**config.mk**
```make
export PLATFORM = sky130hd
export DESIGN_NAME = gemm_stream_ctrl
export DESIGN_NICKNAME = d
export VERILOG_FILES = /design/src/rtl/gemm_stream_ctrl.sv
export SDC_FILE = /design/constraint.sdc
export NUM_CORES = 1
export LEC_CHECK = 0
export ABC_AREA = 1
export CORE_AREA = 4 4 154 156
export CTS_CLUSTER_DIAMETER = 100
export CTS_CLUSTER_SIZE = 16
export DETAILED_ROUTE_END_ITERATION = 8
export DIE_AREA = 0 0 158 160
export HOLD_SLACK_MARGIN = 0.15
export PLACE_DENSITY_LB_ADDON = 0.12
export SLEW_MARGIN = 20
export SYNTH_ARGS = -nofsm -noshare
export SYNTH_HDL_FRONTEND = slang
export SYNTH_SLANG_ARGS = --single-unit
```
**constraint.sdc**
```tcl
create_clock -name clk -period 1.4 [get_ports clk]
set_input_delay 0.14 -clock clk [delete_from_list [all_inputs] [get_ports clk]]
set_output_delay 0.14 -clock clk [all_outputs]
set_load 0.01 [all_outputs]
```
**src/rtl/gemm_stream_ctrl.sv**
```systemverilog
// ---------------------------------------------------------------------------
// gemm_stream_ctrl
//
// Sequences one GEMM job on an external SA_SIZE x SA_SIZE systolic array:
// loads the weight matrix, streams num_rows activation rows into the array,
// pushes 2*SA_SIZE-1 zero rows to drain the pipeline, and forwards the result
// rows to a downstream consumer.
//
// Ports
//   clk, resetn          : rising-edge clock, synchronous active-low reset
//   start, num_rows,
//   weights_in           : job request (sampled in IDLE only)
//   in_valid/in_ready/
//   in_data              : input activation row stream
//   out_valid/out_ready/
//   out_data/out_last    : result row stream (out_last marks the final row)
//   weight_inputs,
//   activation_inputs,
//   cmd                  : command side towards the systolic array
//   activation_outputs,
//   output_valid         : result side from the systolic array
//   busy, done           : job status (done is a 1-cycle pulse)
//   protocol_err         : sticky, set when a result is offered while the
//                          array reports no valid output
//   dbg_state            : current FSM state
//
// Handshake rule (both streams): a transfer happens in a cycle where valid
// and ready are both 1. A producer holds valid and data stable until that
// cycle; ready never depends on valid of the same interface.
// ---------------------------------------------------------------------------
package GEMM_pkg;
    typedef enum logic [1:0] {
        CMD_NONE          = 2'd0,
        CMD_WRITE_WEIGHTS = 2'd1,
        CMD_STREAM        = 2'd2
    } command_t;
endpackage

module gemm_stream_ctrl
    import GEMM_pkg::*;
#(
    parameter int SA_SIZE         = 4,
    parameter int ACTIVATION_SIZE = 8,
    parameter int MAX_ROWS        = 16
) (
    input  logic                                              clk,
    input  logic                                              resetn,
    input  logic                                              start,
    input  logic [$clog2(MAX_ROWS+1)-1:0]                     num_rows,
    input  logic [SA_SIZE-1:0][SA_SIZE-1:0][ACTIVATION_SIZE-1:0] weights_in,
    input  logic                                              in_valid,
    output logic                                              in_ready,
    input  logic [SA_SIZE-1:0][ACTIVATION_SIZE-1:0]           in_data,
    output logic                                              out_valid,
    input  logic                                              out_ready,
    output logic [SA_SIZE-1:0][ACTIVATION_SIZE-1:0]           out_data,
    output logic                                              out_last,
    output logic [SA_SIZE-1:0][SA_SIZE-1:0][ACTIVATION_SIZE-1:0] weight_inputs,
    output logic [SA_SIZE-1:0][ACTIVATION_SIZE-1:0]           activation_inputs,
    output command_t                                          cmd,
    input  logic [SA_SIZE-1:0][ACTIVATION_SIZE-1:0]           activation_outputs,
    input  logic                                              output_valid,
    output logic                                              busy,
    output logic                                              done,
    output logic                                              protocol_err,
    output logic [2:0]                                        dbg_state
);

    localparam int ROWS_W      = $clog2(MAX_ROWS + 1);
    localparam int FLUSH_BEATS = 2 * SA_SIZE - 1;
    localparam int FL_W        = $clog2(FLUSH_BEATS + 1);
    localparam int BEAT_W      = $clog2(MAX_ROWS + FLUSH_BEATS + 1);

    localparam logic [ROWS_W-1:0] MAX_ROWS_V   = ROWS_W'(MAX_ROWS);
    localparam logic [FL_W-1:0]   FLUSH_DONE_V = FL_W'(FLUSH_BEATS);
    localparam logic [FL_W-1:0]   FLUSH_LAST_V = FL_W'(FLUSH_BEATS - 1);
    // The first beat whose result leaves the array is beat 2*SA_SIZE-1.
    localparam logic [BEAT_W-1:0] PRODUCE_V    = BEAT_W'(FLUSH_BEATS);

    typedef enum logic [2:0] {
        S_IDLE   = 3'd0,
        S_LOAD_W = 3'd1,
        S_STREAM = 3'd2,
        S_FLUSH  = 3'd3,
        S_DONE   = 3'd4
    } state_e;

    state_e                                              state_q, state_d;
    logic [ROWS_W-1:0]                                   rows_q, rows_d;
    logic [ROWS_W-1:0]                                   in_cnt_q, in_cnt_d;
    logic [FL_W-1:0]                                     flush_cnt_q, flush_cnt_d;
    logic [BEAT_W-1:0]                                   beat_cnt_q, beat_cnt_d;
    logic [SA_SIZE-1:0][SA_SIZE-1:0][ACTIVATION_SIZE-1:0] weights_q, weights_d;
    logic                                                out_valid_q, out_valid_d;
    logic                                                out_last_q, out_last_d;
    logic                                                protocol_err_q, protocol_err_d;

    logic go;         // downstream can absorb whatever the next beat produces
    logic beat;       // this cycle issues CMD_STREAM
    logic producing;  // this beat yields a result row next cycle
    logic out_hs;

    assign go     = !out_valid_q || out_ready;
    assign out_hs = out_valid_q && out_ready;

    // -----------------------------------------------------------------------
    // Next-state, command and counter logic
    // -----------------------------------------------------------------------
    always_comb begin
        state_d           = state_q;
        rows_d            = rows_q;
        in_cnt_d          = in_cnt_q;
        flush_cnt_d       = flush_cnt_q;
        weights_d         = weights_q;
        cmd               = CMD_NONE;
        activation_inputs = '0;
        in_ready          = 1'b0;
        beat              = 1'b0;

        case (state_q)
            S_IDLE: begin
                if (start) begin
                    if ((num_rows != '0) && (num_rows <= MAX_ROWS_V)) begin
                        rows_d      = num_rows;
                        weights_d   = weights_in;
                        in_cnt_d    = '0;
                        flush_cnt_d = '0;
                        state_d     = S_LOAD_W;
                    end else begin
                        // Empty or oversize job: report completion, touch nothing.
                        state_d = S_DONE;
                    end
                end
            end

            S_LOAD_W: begin
                cmd     = CMD_WRITE_WEIGHTS;
                state_d = S_STREAM;
            end

            S_STREAM: begin
                in_ready = go;
                if (in_valid && go) begin
                    beat              = 1'b1;
                    cmd               = CMD_STREAM;
                    activation_inputs = in_data;
                    in_cnt_d          = in_cnt_q + ROWS_W'(1);
                    if ((in_cnt_q + ROWS_W'(1)) == rows_q) begin
                        state_d = S_FLUSH;
                    end
                end
            end

            S_FLUSH: begin
                if (flush_cnt_q != FLUSH_DONE_V) begin
                    if (go) begin
                        beat        = 1'b1;
                        cmd         = CMD_STREAM;
                        flush_cnt_d = flush_cnt_q + FL_W'(1);
                    end
                end else if (go) begin
                    // All drain beats issued; leave once the last row is taken.
                    state_d = S_DONE;
                end
            end

            S_DONE: begin
                state_d = S_IDLE;
            end

            default: begin
                state_d = S_IDLE;
            end
        endcase
    end

    // -----------------------------------------------------------------------
    // Beat counter and result-stream registers
    // -----------------------------------------------------------------------
    always_comb begin
        beat_cnt_d     = beat_cnt_q;
        out_valid_d    = out_valid_q;
        out_last_d     = out_last_q;
        producing      = beat && (beat_cnt_q >= PRODUCE_V);
        protocol_err_d = protocol_err_q || (out_valid_q && !output_valid);

        if ((state_q == S_IDLE) && (state_d == S_LOAD_W)) begin
            beat_cnt_d = '0;
        end else if (beat) begin
            beat_cnt_d = beat_cnt_q + BEAT_W'(1);
        end

        if (producing) begin
            out_valid_d = 1'b1;
            // The last result row always comes from the final drain beat.
            out_last_d  = (state_q == S_FLUSH) && (flush_cnt_q == FLUSH_LAST_V);
        end else if (out_hs) begin
            out_valid_d = 1'b0;
            out_last_d  = 1'b0;
        end
    end

    // -----------------------------------------------------------------------
    // State registers
    // -----------------------------------------------------------------------
    always_ff @(posedge clk) begin
        if (!resetn) begin
            state_q        <= S_IDLE;
            rows_q         <= '0;
            in_cnt_q       <= '0;
            flush_cnt_q    <= '0;
            beat_cnt_q     <= '0;
            weights_q      <= '0;
            out_valid_q    <= 1'b0;
            out_last_q     <= 1'b0;
            protocol_err_q <= 1'b0;
        end else begin
            state_q        <= state_d;
            rows_q         <= rows_d;
            in_cnt_q       <= in_cnt_d;
            flush_cnt_q    <= flush_cnt_d;
            beat_cnt_q     <= beat_cnt_d;
            weights_q      <= weights_d;
            out_valid_q    <= out_valid_d;
            out_last_q     <= out_last_d;
            protocol_err_q <= protocol_err_d;
        end
    end

    assign out_valid     = out_valid_q;
    assign out_last      = out_last_q;
    assign out_data      = activation_outputs;
    assign weight_inputs = weights_q;
    assign protocol_err  = protocol_err_q;
    assign busy          = (state_q != S_IDLE);
    assign done          = (state_q == S_DONE);
    assign dbg_state     = state_q;

endmodule
```
* Word-level counts from Yosys, hierarchy flattened
Index checks and enable logic that the tools add are counted.
** Storage, ports and cells
- Flip-flop bits (word level) :: 152
- Bits of input ports :: 203
- Output and inout port bits :: 203
- Word-level logic and storage cells :: 94
** Operators by class
- $add $sub $neg :: 3
- Order comparisons :: 2
- Equality and inequality tests :: 13
- Multiplexer cells :: 30
- Bitwise gates (word level) :: 1
- Reductions and logical operators :: 21
** Operators by type and width (count)
- 2-to-1 mux 32 bit :: 2
- 2-to-1 mux 3 bit :: 10
- 2-to-1 mux 5 bit :: 3
- one-hot mux 3 bit (4 select lines) :: 1
- adder 5 x 1 -> 5 bit, second input constant :: 2
- inequality test 2 bit, second input constant :: 5
- one-hot mux 5 bit (2 select lines) :: 1
- logical AND 1 bit :: 7
- 2-to-1 mux 1 bit :: 7
- equality test 3 x 1 -> 1 bit, second input constant :: 2
- equality test 3 x 2 -> 1 bit, second input constant :: 2
- equality test 3 bit, second input constant :: 2
- 2-to-1 mux 2 bit :: 3
- one-hot mux 2 bit (3 select lines) :: 1
- one-hot mux 3 bit (2 select lines) :: 1
- nonzero test 2 bit :: 3
- equality test 5 bit :: 1
- >= comparator 5 x 3 -> 1 bit, second input constant :: 1
- <= comparator 5 bit, second input constant :: 1
- AND reduction 5 bit :: 1
- nonzero test 5 bit :: 1
- AND reduction 4 bit :: 1
- adder 3 x 1 -> 3 bit, second input constant :: 1
- logical NOT 3 bit :: 1
- 8 further kinds :: 10

* Longest topological paths before layout
- Depth after elaboration :: 8
- Mapped depth :: 10
- Mapped depth without buffers :: 10

* Worst setup path after synthesis
OpenSTA, ideal clock, no wires.
- Kind :: flip-flop to flip-flop
- Start :: register flush_cnt_q[0]
- End :: register out_last_q (netlist: out_last)
- Setup time :: 0.114 ns
- Data arrival time :: 1.357 ns
- Data required time :: 1.286 ns
- Setup slack :: -0.071 ns
- Cell stages (with the launch flop) :: 11
- Path buffers :: 0
- Clock period less this slack :: 1.471 ns
- Path through :: dfxtp_1 > ha_1 > ha_1 > nor2_1 > nand2_1 > nand2_2 > inv_2 > nor2_1 > nand2_1 > nand2_1 > nor2_1
** Between the ends
- Word-level cells in the longest chain between the ends :: 5
- Elaborated cells between the ends (all ways) :: 8
- Classes of those cells :: 2 x eq/ne; 3 x mux; 3 x reduce/logical
** RTL lines
- start, declared :: RTL line 91 : logic [FL_W-1:0] flush_cnt_q, flush_cnt_d;
- start signal, assigned :: RTL line 221 : flush_cnt_q <= flush_cnt_d;
- inequality test 3 bit :: RTL line 155 : if (flush_cnt_q != FLUSH_DONE_V) begin
- 2-to-1 mux 1 bit :: RTL line 155
- one-hot mux 1 bit (2 select lines) :: RTL line 120 : case (state_q)
- logical AND 1 bit :: RTL line 184 : producing = beat && (beat_cnt_q >= PRODUCE_V);
- 2-to-1 mux 1 bit or nonzero test 2 bit (tied branches)
- end signal, assigned :: RTL line 225 : out_last_q <= out_last_d;
- end, declared :: RTL line 95 : logic out_last_q, out_last_d;
Several ways; a longest one is shown, not always the timed one.
A chain may end at the register's enable or synchronous reset.

==> flow_metrics.tcl <==
set metrics [dict create \
    outcome "finished with violations" \
    failed_checks "setup timing" \
    cp-start-kind "register" \
    htree_levels 4 \
    worst_r2r_path_depth 12 \
    use_met2_pct 31.4 \
    yosys.area_share.simple_pct 15.5 \
    grt_overflow_total 0 \
    max_slew_margin_pct 74.2 \
    syn_area_per_cell_um2 7.49 \
    worst_path_most_repeated_cell "nand2_4" \
    cpPeakStageDelay_ns 0.33 \
    setup_viol 188 \
    start_util_pct 28.9 \
    grt_start_max_net_pins 39 \
    path_class "register to output pin" \
    ir_drop_mv 0.768 \
    worst_pin_slew_ns 0.387 \
    vias 7202 \
    synth_top_family_by_area "compound AO/OA/AOI/OAI gates" \
    grtUsageMet3_pct 6.40 \
    hold_ws_ns 0.280 \
    fin_ws_ns -0.339 \
    rows 55 \
    hold_violations 0 \
    fin_nets 1448 \
    crit_slowest_cell "dfxtp_2" \
    slew_viol_final 0 \
    routedWlPerCell_um 17.9 \
    dp_cells 1450 \
    layout.cells.non_filler 1538 \
    cts_sinks 152 \
    post-route-util_pct 59.4 \
    synth.yosys.warnings 0 \
    timing.rr.end "in_cnt_q[2]" \
    cap_violations 0 \
    synth-adder-area-share_pct 0.968 \
    grt_pass1_vias 6682 \
    hp-class "input pin to output pin" \
    grtUsageMet1_pct 22.9 \
    synthesis.nets 1071 \
    rsz0062_at_grt "yes" \
    whs_endpoint "out_data[14]" \
    cts_tree "done" \
    final_layout_size_suffix_gt1_share_pct 32.5 \
    drt_iter0_markers 381 \
    avgViaCountPerCell 4.68 \
    p_leak_nw 7.25 \
    drcViolationCount 0 \
    yosys_register_bits 152 \
    p_per_area_nw_per_um2 1010 \
    r2r_start "dbg_state[2]" \
    final_antenna_net_count 0 \
    synthToLayoutAreaGrowth_pct 105 \
    clkSlewWorstSetupHoldPaths_ns 0.07 \
    synth-xor-area-share_pct 0.271 \
    routabilityCongestion 0.773 \
    cp.required_ns 1.26 \
    ios 406 \
    portBuffers 341 \
    crit_fanout 8 \
    end_kind "output pin" \
    die_y_um 160 \
    min_period_ns 1.74 \
    wl_mm 27.5 \
    coreArea_um2 22400 \
    hp-start "activation_outputs[14]" \
    crit_arrival_ns 1.60 \
    cp_cell_sequence "inv_2 -> nand2_4 -> nor2_4 -> nand2_4 -> buf_6 -> buf_16 -> nor2_2 -> buf_2" \
    die_area_um2 25300 \
    num_antenna_cells 0 \
    reg2reg_slack_ns -0.30 \
    clk-insertion-delay-late_ns 0.42 \
    fmaxAchievable_ghz 0.575 \
    fp.dieW_um 158 \
    min_path_cells 0 \
    grt_antenna_before_repair 0 \
    min_period_over_period_pct 124 \
    skew_ns 0.00790 \
    numCtsBuffers 17 \
    muxShareOfSynthArea_pct 0 \
    seq_area_frac_synth_pct 47.1 \
    firstDrtPassIters 4 \
    gr-max-usage-layer "met2" \
    grt_use_total_pct 18.8 \
    dpl-instance-area_um2 10300 \
    synth_area_um2 6460 \
    final_cell_area_um2 13300 \
    yosysUniqueCellTypes 25 \
    dp_hpwl_mm 16.6 \
    root_buffer "clkbuf_16" \
    grt_pass1_wl_mm 37.6 \
    synth_compound_area_share_pct 22.9 \
    netlist_instances 863 \
    clk_path_buf_depth 2 \
]
[kinds of logic (layout without fill, tap and decap cells)]
| logic type | count (synthesis) | count (layout) |
|---|---|---|
| xor gates and xnor gates | 2 | 2 |
| DFF | 152 | 152 |
| adders and majority gates | 5 | 5 |
| and+or+nand+nor | 253 | 253 |
| buffers and inverters | 159 | 549 |
| AOI/OAI and AO/OA | 292 | 292 |
[final cells by class]
| cell class | instances | area (µm²) |
|---|---|---|
| multi-input combinational | 552 | 3520 |
| inverter | 64 | 250 |
| tap | 285 | 357 |
| timing repair buffer | 453 | 5510 |
| fill | 2001 | 9090 |
| sequential | 152 | 3050 |
| clock buffer | 17 | 425 |
| clock inverter | 15 | 161 |
[Yosys cell counts]
cell	count	area share, %
a21oi_1	145	11
a22oi_1	3	0.35
a31oi_1	1	0.097
buf_2	31	2.4
buf_4	34	4.0
buf_6	13	2.3
clkbuf_1	17	0.99
dfxtp_1	152	47
ha_1	5	0.97
inv_1	63	3.7
inv_2	1	0.058
nand2_1	41	2.4
nand2_2	2	0.19
nand3_1	13	1.0
nand3_2	1	0.15
nand4_1	3	0.29
nor2_1	185	11
nor2_2	3	0.29
nor3_1	4	0.31
o211ai_1	1	0.12
o21a_1	2	0.23
o21ai_0	116	9.0
o21ai_1	24	1.9
or2_0	1	0.097
xor2_1	2	0.27
[metrics by stage]
step	total power [W]	setup WS, ns	TNS [ns]
final	0.0134	-0.339	-44.19
after detailed placement	0.00778	-0.607	-71.38
after CTS	0.0130	-0.376	-64.44
after global routing	0.0140	-0.441	-60.25
after global placement	0.00778	-0.625	-68.20
after floorplan	0.00624	-0.00550	-0.00550
[worst max-delay path: cells and delay by family (launching register included)]
kind / cells / cell delay (ns)
buf+inv: 4 / 0.50
flops: 1 / 0.33
simple gates: 4 / 0.35
[sequential cells by signal, indices dropped and copies added, names as in the netlist]
signal         flops
weight_inputs    128
beat_cnt_q         5
in_cnt_q           5
rows_q             5
dbg_state          3
flush_cnt_q        3
out_last           1
out_valid          1
protocol_err       1
[layer usage]
metal	vias up	share of wire, %
li1	3560	-
met1	3373	40
met2	228	50
met3	41	8.0
met4	0	2.1
met5	-	0
[cells in the final DEF, fill, tap and decap left out, types with 7 or more instances in the layout]
master,n
a21oi_1,105
a21oi_2,39
buf_12,20
buf_16,19
buf_2,13
buf_4,41
buf_6,34
buf_8,8
clkbuf_16,31
clkdlybuf4s50_1,169
dfxtp_1,148
dlymetal6s2s_1,130
inv_1,61
nand2_1,34
nand2_4,7
nand3_1,13
nor2_1,150
nor2_2,14
nor2_4,24
o21ai_1,12
o21ai_2,118
[how the worst max path moves through the flow]
stage                         startpoint  slack, ns                     to
after floorplan           flush_cnt_q[0]     -0.006               out_last
after global placement         out_ready      -0.63                 cmd[1]
after detailed placement       out_ready      -0.61                 cmd[1]
after CTS                   dbg_state[2]      -0.38  activation_inputs[29]
after global routing        dbg_state[2]      -0.44  activation_inputs[26]
final                       dbg_state[2]      -0.34  activation_inputs[26]
[timing repair]
action / CTS / global route
resized for setup: 350 / 384
pin swaps: 14 / 52
hold endpoints to repair: 3 / 0
gates cloned: 16 / 20
setup endpoints to repair: 318 / 319
hold buffers: 1 / 0
buffers inserted: 19 / 7
[report_power, final]
group	internal [W]	switching (W)
Sequential	0.00469	0.000191
Clock	0.00253	0.00212
Combinational	0.00217	0.00174
Power figures use the tool's default switching activity.
